`src/rtl/radix_4_otf_quotient_converter.sv`:
```
// Radix-4 on-the-fly quotient converter for the SRT divider.
// Two registers are kept in step, Q and QM = Q-1. Each signed digit is then
// absorbed by shifting one of them left and appending two bits, so no carry
// chain is needed per digit. The final remainder sign selects Q or QM.
module radix_4_otf_quotient_converter #(
    parameter int WIDTH = 32,
    localparam int ITERS = WIDTH / 2
) (
    input  logic             clk,
    input  logic             rst,
    input  logic             flush_i,
    input  logic             start_valid_i,
    output logic             start_ready_o,
    input  logic             digit_valid_i,
    input  logic [4:0]       digit_i,
    input  logic             rem_valid_i,
    input  logic             rem_neg_i,
    output logic             done_valid_o,
    input  logic             done_ready_i,
    output logic [WIDTH-1:0] quot_o,
    output logic             err_o
);

    localparam int CNT_W = (ITERS > 1) ? $clog2(ITERS) : 1;

    typedef enum logic [1:0] {IDLE, ITER, CORR, DONE} state_t;

    state_t             state_reg, state_next;
    logic [WIDTH-1:0]   q_reg, q_next;
    logic [WIDTH-1:0]   qm_reg, qm_next;
    logic [WIDTH-1:0]   quot_reg, quot_next;
    logic [CNT_W-1:0]   cnt_reg, cnt_next;
    logic               err_reg, err_next;

    logic               digit_legal;
    logic [2:0]         d_val;
    logic               d_pos;
    logic               d_neg;
    logic [1:0]         q_low;
    logic [1:0]         qm_low;
    logic [WIDTH-1:0]   q_app;
    logic [WIDTH-1:0]   qm_app;
    logic               start_fire;

    // Decode the one-hot digit into a 3-bit two's-complement value; anything
    // that is not exactly one-hot is absorbed as a zero digit.
    always_comb begin
        digit_legal = $onehot(digit_i);
        d_val       = 3'b000;
        case (digit_i)
            5'b10000: d_val = 3'b110;   // -2
            5'b01000: d_val = 3'b111;   // -1
            5'b00010: d_val = 3'b001;   // +1
            5'b00001: d_val = 3'b010;   // +2
            default:  d_val = 3'b000;   //  0 or illegal
        endcase
    end

    // Appended digit bits: d mod 4 for Q and (d-1) mod 4 for QM. Which
    // register supplies the upper bits depends only on the digit's sign.
    assign d_neg  = d_val[2];
    assign d_pos  = !d_val[2] && (d_val != 3'b000);
    assign q_low  = d_val[1:0];
    assign qm_low = d_val[1:0] - 2'd1;

    assign q_app[1:0]  = q_low;
    assign qm_app[1:0] = qm_low;

    generate
        for (genvar gi = 0; gi < WIDTH - 2; gi++) begin : g_shift
            assign q_app[gi+2]  = d_neg ? qm_reg[gi] : q_reg[gi];
            assign qm_app[gi+2] = d_pos ? q_reg[gi]  : qm_reg[gi];
        end
    endgenerate

    // Handshake outputs come from registered state; the only input term is
    // the back-to-back acceptance of start while the result is being taken.
    assign done_valid_o  = (state_reg == DONE);
    assign start_ready_o = (state_reg == IDLE) || ((state_reg == DONE) && done_ready_i);
    assign start_fire    = start_valid_i && start_ready_o;
    assign quot_o        = quot_reg;
    assign err_o         = err_reg;

    // Next-state and datapath update; flush overrides every other request.
    always_comb begin
        state_next = state_reg;
        q_next     = q_reg;
        qm_next    = qm_reg;
        quot_next  = quot_reg;
        cnt_next   = cnt_reg;
        err_next   = err_reg;

        if (flush_i) begin
            state_next = IDLE;
            err_next   = 1'b0;
        end else begin
            case (state_reg)
                ITER: begin
                    if (digit_valid_i) begin
                        q_next   = q_app;
                        qm_next  = qm_app;
                        cnt_next = cnt_reg - CNT_W'(1);
                        if (!digit_legal) begin
                            err_next = 1'b1;
                        end
                        if (cnt_reg == '0) begin
                            state_next = CORR;
                        end
                    end
                end
                CORR: begin
                    if (rem_valid_i) begin
                        quot_next  = rem_neg_i ? qm_reg : q_reg;
                        state_next = DONE;
                    end
                end
                DONE: begin
                    if (done_ready_i) begin
                        state_next = IDLE;
                    end
                end
                default: begin
                    state_next = IDLE;
                end
            endcase

            // A fresh conversion starts from Q = 0, QM = -1.
            if (start_fire) begin
                state_next = ITER;
                q_next     = '0;
                qm_next    = '1;
                cnt_next   = CNT_W'(ITERS - 1);
                err_next   = 1'b0;
            end
        end
    end

    // State registers with asynchronous reset to the idle, empty condition.
    always_ff @(posedge clk or posedge rst) begin
        if (rst) begin
            state_reg <= IDLE;
            q_reg     <= '0;
            qm_reg    <= '1;
            quot_reg  <= '0;
            cnt_reg   <= '0;
            err_reg   <= 1'b0;
        end else begin
            state_reg <= state_next;
            q_reg     <= q_next;
            qm_reg    <= qm_next;
            quot_reg  <= quot_next;
            cnt_reg   <= cnt_next;
            err_reg   <= err_next;
        end
    end

endmodule

```
`config.mk`:
```
export PLATFORM = sky130hd
export DESIGN_NAME = radix_4_otf_quotient_converter
export DESIGN_NICKNAME = d
export VERILOG_FILES = /design/src/rtl/radix_4_otf_quotient_converter.sv
export SDC_FILE = /design/constraint.sdc
export NUM_CORES = 1
export LEC_CHECK = 0
export CORE_UTILIZATION = 35
export DETAILED_ROUTE_END_ITERATION = 10
export GPL_ROUTABILITY_DRIVEN = 0
export GPL_TIMING_DRIVEN = 1
export MAX_ROUTING_LAYER = met4
export SYNTH_ARGS = -nofsm -noshare
export SYNTH_HDL_FRONTEND = slang
export SYNTH_SLANG_ARGS = --single-unit
```
`constraint.sdc`:
```
create_clock -name clk -period 7.1 [get_ports clk]
set_input_delay 0.71 -clock clk [delete_from_list [all_inputs] [get_ports clk]]
set_output_delay 0.71 -clock clk [all_outputs]
set_load 0.1 [all_outputs]
```
# Yosys cells after proc, flatten, opt, wreduce, memory -nomap -nowiden
# Cells that the tools add are included.
# Widths: inputs -> output; s select.
# word_totals
reg_bits	103
# op_classes
n_addsub	6
eq_ne	13
mux	83
n_bitwise	1
reduce_logical	16
# ops
cell	n
$mux 32	7
$mux 1	65
$mux 2	6
$mux 4	3
$ne 4x4->1 const B	3
$pmux 3 s4	1
$reduce_and 3->1	3
$reduce_bool 3->1	3
$pmux 2 s3	1
$eq 5x1->1 const B	1
$eq 5x2->1 const B	1
$eq 5x4->1 const B	1
$eq 5x5->1 const B	1
$add 1x1->2	2
$eq 2x2->1 const B	2
$logic_not 4->1	1
$ne 4x2->1 const B	1
$reduce_and 4->1	1
$reduce_bool 2->1	2
$sub 4x1->4 const B	1
$add 2x2->3	1
$add 3x1->3	1
$eq 3x1->1 const B	1
$logic_and 1x1->1	3
7 further kinds	7

# Depth between registers and ports, before layout
# Gate-level depths: netlist (run 1).
# logic_depth
ltp_word	9
mapped_depth	9
depth_no_buf	8

# Least setup slack after synthesis (run 1)
# No wires, ideal clock.
# synth_path
kind	register to register
startpoint	register state_reg[0]
endpoint	register state_reg[0]
t_arrival_ns	2.637
t_required_ns	7.032
setup_slack_ns	4.395
path_stages_with_launch	7
path_cell_list	dfrtp_1 -> ha_1 -> a21oi_2 -> inv_2 -> nand2_1 -> a222oi_1 -> o221a_1
# synth_via
elab_chain_cells	6
elab_cells_between_ends	15
cone_classes	eq/ne: 7; mux: 3; reduce/logical: 5
# synth_lines
item	line	rtl
start, declared	28	state_t state_reg, state_next;
start signal, assigned	148	state_reg <= state_next;
$eq 2x2->1 *	--	
net done_valid_o	18	output logic done_valid_o,
$logic_and 1x1->1 *	79	assign start_ready_o = (state_reg == IDLE) || ((state_reg == DONE) && done_ready_i);
$logic_or 1x1->1 *	79	
net start_ready_o	13	output logic start_ready_o,
$logic_and 1x1->1 *	80	assign start_fire = start_valid_i && start_ready_o;
$ne 4x4->1 (no line) (tied with other cells)	--	
$reduce_and 4->1 (no line) or $mux 2 (tied branches)	--	
# Mark *: on every way through the listed nets, which the timed path passes. The rest lies on a longest branch.
# A chain may end at the register's enable or synchronous reset.

# Worst setup path in the final report (run 1)
# layout_path
startpoint	input done_ready_i
endpoint	output start_ready_o
# layout_via
elab_chain_cells	2
# layout_lines
item	line	rtl
start, declared	19	input logic done_ready_i,
$logic_and 1x1->1	79	
$logic_or 1x1->1	79	
end, declared	13	
# No other way between the ends.

==> results of run 1 <==
-- cells in the mapped netlist (all sizes together) (2+ instances only) --
library cell,number,share of area
xor2,2,0.0049
a21oi,34,0.035
nor2,37,0.027
nand2,38,0.028
mux2i,93,0.18
fa,2,0.0078
inv,19,0.014
a31oi,2,0.0054
dfrtp,71,0.35
ha,12,0.029
o21ai,36,0.035
o2bb2ai,31,0.053
a21o,2,0.0029
clkbuf,7,0.0051
nand3,4,0.0049
dfstp,32,0.16
buf,21,0.030
-- stage by stage --
stage | setup slack, ns | area, um^2 | utilization | std cells | hold slack (ns)
global placement | 3.84 | 5690 | 0.405 | 661 | 0.471
finish | 3.85 | 6000 | 0.428 | 677 | 0.483
detailed placement | 3.85 | 5690 | 0.405 | 661 | 0.475
floorplan | 3.74 | 5110 | - | 456 | 0.455
global route | 3.80 | 6000 | 0.428 | 677 | 0.517
CTS | 3.84 | 6000 | 0.428 | 677 | 0.490
-- worst max-delay path, stage by stage --
cell             delay (ns)
clkdlybuf4s50_1        0.45
a21oi_2                0.35
inv_2                  0.06
clkdlybuf4s50_1        0.97
-- how the worst max path moves through the flow --
stage | to
floorplan | cnt_reg[0]
global placement | start_ready_o
detailed placement | start_ready_o
CTS | start_ready_o
global route | start_ready_o
finish | start_ready_o
-- final cells by class --
cell class,instances,area [um^2],share of cell area
clock buffer,9,225,0.0375
clock inverter,7,87.6,0.0146
inverter,19,73.8,0.0123
multi-input combinational,306,2260,0.377
sequential,103,2620,0.436
tap,180,225,0.0375
timing repair buffer,53,510,0.0850
-- cells in the final DEF, fill, tap and decap left out, types with 2 or more instances in the layout --
| cell type | count |
|---|---|
| a21o_1 | 2 |
| a21oi_1 | 32 |
| a21oi_2 | 2 |
| buf_4 | 6 |
| bufinv_16 | 2 |
| clkbuf_16 | 9 |
| clkdlybuf4s50_1 | 46 |
| clkinv_2 | 4 |
| dfrtp_1 | 71 |
| dfstp_2 | 32 |
| fa_1 | 2 |
| ha_1 | 12 |
| inv_1 | 15 |
| inv_2 | 3 |
| mux2i_1 | 93 |
| nand2_1 | 38 |
| nand3_1 | 2 |
| nand3_2 | 2 |
| nor2_1 | 36 |
| o21ai_1 | 35 |
| o2bb2ai_1 | 31 |
-- per-layer routing --
metal	GRT usage	part of all wire	vias up
met5	-	0	-
met4	0.0465	0.011	0
met3	0.0321	0.033	9
met2	0.240	0.47	49
met1	0.200	0.49	1683
li1	-	-	1686
-- logic make-up after synthesis --
| kind of cell | share of synthesized area |
|---|---|
| AO/OA/AOI/OAI | 0.143 |
| XOR/XNOR | 0.00662 |
| adder cells (fa/ha/maj) | 0.0372 |
| buffers and inverters | 0.0493 |
| flip-flops | 0.513 |
| multiplexers | 0.185 |
| AND/OR/NAND/NOR | 0.0667 |
-- power groups by stage --
stage | registers, uW | clock network [uW] | logic, uW
floorplan | 1430 | 0 | 345
global placement | 834 | 0 | 1220
detailed placement | 838 | 0 | 1230
CTS | 828 | 534 | 1230
global route | 848 | 556 | 1290
finish | 826 | 518 | 1220
==> out/metrics.yaml, run 1 <==
final_layout:
  final_nets: 519
  diodes: 0
  drive_above_1_share: 0.137
  fillers: 1344
  area_growth_pct: 17.6
critical_path:
  r2r-start: "state_reg[0]"
  rr_endpoint: "q_reg[0]"
  arrival_ns: 2.54
  critPathLaunch: "done_ready_i"
  crit_required_ns: 6.39
  end_kind: "primary output"
  rrSetupSlack_ns: 4.99
  cp_max_fo: 4
  reg2reg_depth: 5
  crit_type: "in -> out"
  startpoint_type: "input pin"
routing:
  drtPass1Iterations: 4
  totalWireLength_mm: 10.4
  ant_nets: 0
  drc: 0
  avgRoutedWirePerCell_um: 15.3
  via_per_inst: 5.06
  routed-via-count: 3427
  drtIter0Drc: 173
clock_network:
  tritoncts: "done"
  cts_setup_buffers: 0
  clock_sinks: 103
  cts-resized-gates: 0
  ctsHoldBuffers: 0
  cts_made_buffers: 9
  htree_levels: 3
  cts_max_path_buffers: 2
  cts-root-buf: "clkbuf_16"
  clkTransAtPathRegs_ns: 0.07
  clk_latency_ns: 0.34
timing:
  layout_min_cycle_time_ns: 3.25
  maxSlewHeadroom: 0.250
  fmax_mhz: 307
  hold_viol: 0
  fin_crit_sh: 0.458
  maxSlewViolCount: 0
  tightestPinTransition_ns: 1.12
  rsz0062_at_grt: "no"
  setup-tns-final_ns: 0
  finalSetupViolations: 0
  skew_ns: 0.00388
power:
  p_switching_uw: 1230
  switching_share: 0.479
  power_leakage_uw: 0.00274
  p_comb_frac: 0.476
  finalPower_uw: 2570
  p_per_area_mw_per_mm2: 428
  p_seq_frac: 0.322
  peakVddDrop_mv: 0.284
  p_int_uw: 1340
  p_clk_frac: 0.202
yosys:
  async_flop_share: 1.00
  synth_nets: 483
  ys_seq_area_frac: 0.513
  ys_types: 37
  ys_ff_latch: 103
  synth_flop_cell: "dfrtp_1"
  avgSynthCellArea_um2: 11.2
  synth_cells: 456
  synthesis.area_mm2: 0.00511
  synth_edf_count: 0
  ys.warnings.count: 0
hold_path:
  min-delay-start: "quot_o[19]"
  hp-class: "reg -> reg"
  whs_path_depth: 2
  min_to: "quot_o[19]"
floorplanning:
  pin_count: 48
  die_area_mm2: 0.0151
  start_util: 0.364
  dieWidth_um: 123
  core_mm2: 0.0140
  rows: 43
  die_h_um: 123
global_routing:
  grt_pass1_wl_mm: 17.5
  grt_max_degree: 68
  grt_pass1_vias: 3521
  antenna_found_initial: 0
  grt_overflow: 0
  track_usage: 0.154
placed_design:
  portBuffers: 47
  dp_hpwl_mm: 6.22
status:
  status: "finished clean"
job:
  maxCapViolCount: 0
Power figures use the tool's default switching activity.
==> run 2, diff against run 1 <==
==> constraint.sdc (replaced) <==
create_clock -name clk -period 3.07 [get_ports clk]
set_input_delay 0.307 -clock clk [delete_from_list [all_inputs] [get_ports clk]]
set_output_delay 0.307 -clock clk [all_outputs]
set_load 0.1 [all_outputs]
==> out/metrics.yaml, run 2 (synthesized netlist as in run 1, its figures left out) <==
critical_path:
  crit_type: "in -> reg"
  end_kind: "flop"
  crit_chain: "clkdlybuf4s50_1, inv_1, fa_1, fa_1, inv_1, ha_1, or3_1, a31oi_1, nor3_1"
  crit_required_ns: 3.29
  arrival_ns: 2.69
  startpoint_type: "input pin"
  slowest_delay_ns: 0.56
  cp_max_fo: 3
  slowest_stage: "clkdlybuf4s50_1"
routing:
  avgRoutedWirePerCell_um: 15.7
  drtIter0Drc: 163
  totalWireLength_mm: 10.7
  routed-via-count: 3478
  drc: 0
  via_per_inst: 5.11
  drtPass1Iterations: 4
  ant_nets: 0
timing:
  skew_ns: 0.00672
  setup-tns-final_ns: 0
  maxSlewViolCount: 0
  hold_viol: 0
  fmax_mhz: 404
  finalSetupViolations: 0
  fin_crit_sh: 0.806
  rsz0062_at_grt: "no"
  maxSlewHeadroom: 0.325
  tightestPinTransition_ns: 1.01
  layout_min_cycle_time_ns: 2.47
floorplanning:
  core_mm2: 0.0140
  die_area_mm2: 0.0151
  die_h_um: 123
  pin_count: 48
  start_util: 0.364
  dieWidth_um: 123
  rows: 43
final_layout:
  final_common_cell: "mux2i_1"
  fillers: 1375
  diodes: 0
  area_growth_pct: 16.6
  final_nets: 522
  final_core_util: 0.424
  drive_above_1_share: 0.190
  layout_common_cells: "mux2i_1 (93), dfrtp_1 (71), nand2_1 (38)"
global_routing:
  grt_pass1_wl_mm: 17.7
  grt_overflow: 0
  track_usage: 0.156
  grt_util_met3: 0.0279
  antenna_found_initial: 0
  grt_max_degree: 56
  grt_pass1_vias: 3607
  grt_util_met1: 0.197
  globalRouteMet2Util: 0.250
  grt.busiest_layer: "met2"
job:
  maxCapViolCount: 0
clock_network:
  cts_setup_buffers: 0
  cts-root-buf: "clkbuf_16"
  clkTransAtPathRegs_ns: 0.07
  cts_made_buffers: 9
  htree_levels: 3
  ctsHoldBuffers: 0
  cts_max_path_buffers: 2
  cts-resized-gates: 0
  tritoncts: "done"
  clock_sinks: 103
  clk_latency_ns: 0.34
status:
  status: "finished clean"
placed_design:
  dp_hpwl_mm: 6.58
  portBuffers: 47
hold_path:
  hp-class: "in -> async"
power:
  peakVddDrop_mv: 0.572
  power_leakage_uw: 0.00279
  p_per_area_mw_per_mm2: 970
==> run 2: worst paths after layout <==
path	start	endpoint	slack, ns	cells past startpoint
min	rst	quot_o[25]	0.43	2
min reg2reg	quot_o[23]	quot_o[23]	0.48	2
max in group asynchronous	rst	qm_reg[26]	1.89	3
max reg2reg	state_reg[0]	cnt_reg[1]	0.98	7
min in group clk	quot_o[23]	quot_o[23]	0.48	2
max	digit_i[3]	err_o	0.60	9
==> run 2: per-layer routing <==
layer,part of all wire,vias to the layer above
li1,-,1691
met1,0.47,1720
met2,0.48,58
met3,0.033,9
met4,0.014,0
met5,0,-
==> run 2: power breakdown <==
| part | switching [uW] | total, uW | internal (uW) |
|---|---|---|---|
| sequential | 210 | 1910 | 1700 |
| clock | 481 | 1070 | 589 |
| combinational | 2160 | 2790 | 632 |
==> run 2: worst max-delay path, delay by kind of cell <==
family,cells,cell delay [ns]
AO/OA/AOI/OAI,1,0.16
buffers and inverters,3,0.73
adder cells (fa/ha/maj),3,1.08
AND/OR/NAND/NOR,2,0.42
==> run 2: cell type report <==
| cell class | instances | area (um^2) | area share |
|---|---|---|---|
| clock buffer | 12 | 256 | 0.0431 |
| clock inverter | 4 | 20.0 | 0.00336 |
| inverter | 19 | 73.8 | 0.0124 |
| multi-input combinational | 306 | 2260 | 0.380 |
| sequential | 103 | 2620 | 0.440 |
| tap | 180 | 225 | 0.0378 |
| timing repair buffer | 56 | 495 | 0.0832 |
==> run 2: metrics by stage <==
| stage | area [um^2] | cells | total power, uW | setup slack, ns | hold WS, ns |
|---|---|---|---|---|---|
| after floorplan | 5110 | 456 | 4110 | 0.112 | 0.380 |
| after global placement | 5680 | 664 | 4710 | 0.331 | 0.471 |
| after detailed placement | 5680 | 664 | 4750 | 0.225 | 0.476 |
| after CTS | 5950 | 680 | 5820 | 0.597 | 0.465 |
| after global routing | 5950 | 680 | 6060 | 0.488 | 0.499 |
| final | 5950 | 680 | 5770 | 0.595 | 0.427 |
==> run 3, diff against run 2 <==
==> constraint.sdc (replaced) <==
create_clock -name clk -period 2.4 [get_ports clk]
set_input_delay 0.24 -clock clk [delete_from_list [all_inputs] [get_ports clk]]
set_output_delay 0.24 -clock clk [all_outputs]
set_load 0.1 [all_outputs]
==> out/metrics.yaml, run 3 (synthesized netlist as in run 1, its figures left out) <==
power:
  peakVddDrop_mv: 0.888
  p_comb_frac: 0.484
  power_leakage_uw: 0.00290
  p_seq_frac: 0.326
  finalPower_uw: 7520
  switching_share: 0.490
  p_int_uw: 3830
  p_clk_frac: 0.190
  p_per_area_mw_per_mm2: 1220
  p_switching_uw: 3680
clock_network:
  cts_max_path_buffers: 2
  cts-resized-gates: 0
  cts_made_buffers: 9
  cts_setup_buffers: 0
  tritoncts: "done"
  ctsHoldBuffers: 0
  clock_sinks: 103
  clk_latency_ns: 0.34
  cts-root-buf: "clkbuf_16"
  htree_levels: 3
  clkTransAtPathRegs_ns: 0.07
global_routing:
  antenna_found_initial: 0
  grt_max_degree: 65
  grt_overflow: 0
  track_usage: 0.155
  grt_pass1_vias: 3560
  grt_pass1_wl_mm: 17.7
final_layout:
  finalInstanceArea_mm2: 0.00616
  drive_above_1_share: 0.231
  final_common_cell: "mux2i_1"
  area_growth_pct: 20.6
  layout_common_cells: "mux2i_1 (93), dfrtp_1 (71), buf_4 (49)"
  final_nets: 538
  diodes: 0
routing:
  drtPass1Iterations: 4
  ant_nets: 0
  avgRoutedWirePerCell_um: 16.1
  via_per_inst: 5.13
  drc: 0
  totalWireLength_mm: 11.2
  routed-via-count: 3573
  drtIter0Drc: 196
critical_path:
  arrival_ns: 2.54
  cp_max_fo: 2
  startpoint_type: "input pin"
  crit_type: "in -> reg"
  end_kind: "flop"
  reg2reg_depth: 7
  crit_required_ns: 2.62
placed_design:
  dpl_cell_area_mm2: 0.00586
  portBuffers: 47
  dp_hpwl_mm: 7.16
  dp_slack_ns: -0.296
timing:
  layout_min_cycle_time_ns: 2.32
  skew_ns: 0.00961
  rsz0062_at_grt: "no"
  maxSlewHeadroom: 0.315
  hold_viol: 0
  fin_crit_sh: 0.968
  setup_ws_ns: 0.0776
  maxSlewViolCount: 0
  fmax_mhz: 431
  finalSetupViolations: 0
  tightestPinTransition_ns: 1.02
hold_path:
  hp-class: "in -> async"
floorplanning:
  dieWidth_um: 123
  die_area_mm2: 0.0151
  die_h_um: 123
  core_mm2: 0.0140
  start_util: 0.364
  rows: 43
  pin_count: 48
job:
  maxCapViolCount: 0
status:
  status: "finished clean"
## run 3: cell types whose count changed in the layout (fill, tap and decap cells not counted), moves of 2 or more
cell | previous run | this run
buf_4 | 32 | 49
clkdlybuf4s50_1 | 21 | 11
buf_12 | 2 | 10
clkinv_2 | 4 | 0
clkbuf_1 | 1 | 4
clkinvlp_4 | 0 | 3
clkbuf_8 | 2 | 0
## run 3: metal layers
metal	vias to the layer above	part of all wire	global-route usage
met5	-	0	-
met4	0	0.016	0.0579
met3	12	0.026	0.0177
met2	50	0.48	0.249
met1	1778	0.48	0.202
li1	1733	-	-
## run 3: stage by stage
stage | setup TNS [ns] | hold slack, ns | utilization | cells
4_1_cts | 0 | 0.187 | 0.438 | 695
3_5_place_dp | -0.824 | 0.480 | 0.417 | 679
2_1_floorplan | 0 | 0.313 | - | 456
6_report | 0 | 0.187 | 0.439 | 696
5_1_grt | 0 | 0.206 | 0.439 | 696
3_3_place_gp | -0.210 | 0.472 | 0.417 | 679
## run 3: critical path: stages
cell             delay [ns]
clkdlybuf4s50_1        0.48
inv_1                  0.08
fa_1                   0.50
fa_1                   0.37
inv_1                  0.07
ha_1                   0.21
or3_1                  0.37
a31oi_1                0.17
nor3_1                 0.06
## run 3: final cells by class
class                           count  area (um^2)
Fill cell                        1336         7880
Sequential cell                   103         2620
Multi-Input combinational cell    307         2270
Timing Repair Buffer               71          683
Clock buffer                       13          240
Tap cell                          180          225
Inverter                           19         75.1
Clock inverter                      3         45.0
## run 3: power by group through the flow
stage	clock, uW	sequential, uW	combinational [uW]
final	1430	2450	3640
after global routing	1540	2510	3830
after CTS	1470	2460	3630
after detailed placement	0	2490	3630
after global placement	0	2470	3600
after floorplan	0	4240	1020
## run 3: final timing paths
kind | startpoint | end | slack (ns)
worst max-delay path | digit_i[0] | err_o | 0.08
worst min-delay path | rst | quot_o[31] | 0.19
worst max register to register | state_reg[0] | qm_reg[13] | 0.33
worst min register to register | quot_o[9] | quot_o[9] | 0.48
max in group asynchronous | rst | qm_reg[16] | 1.58
min in group clk | rem_neg_i | quot_o[26] | 0.47
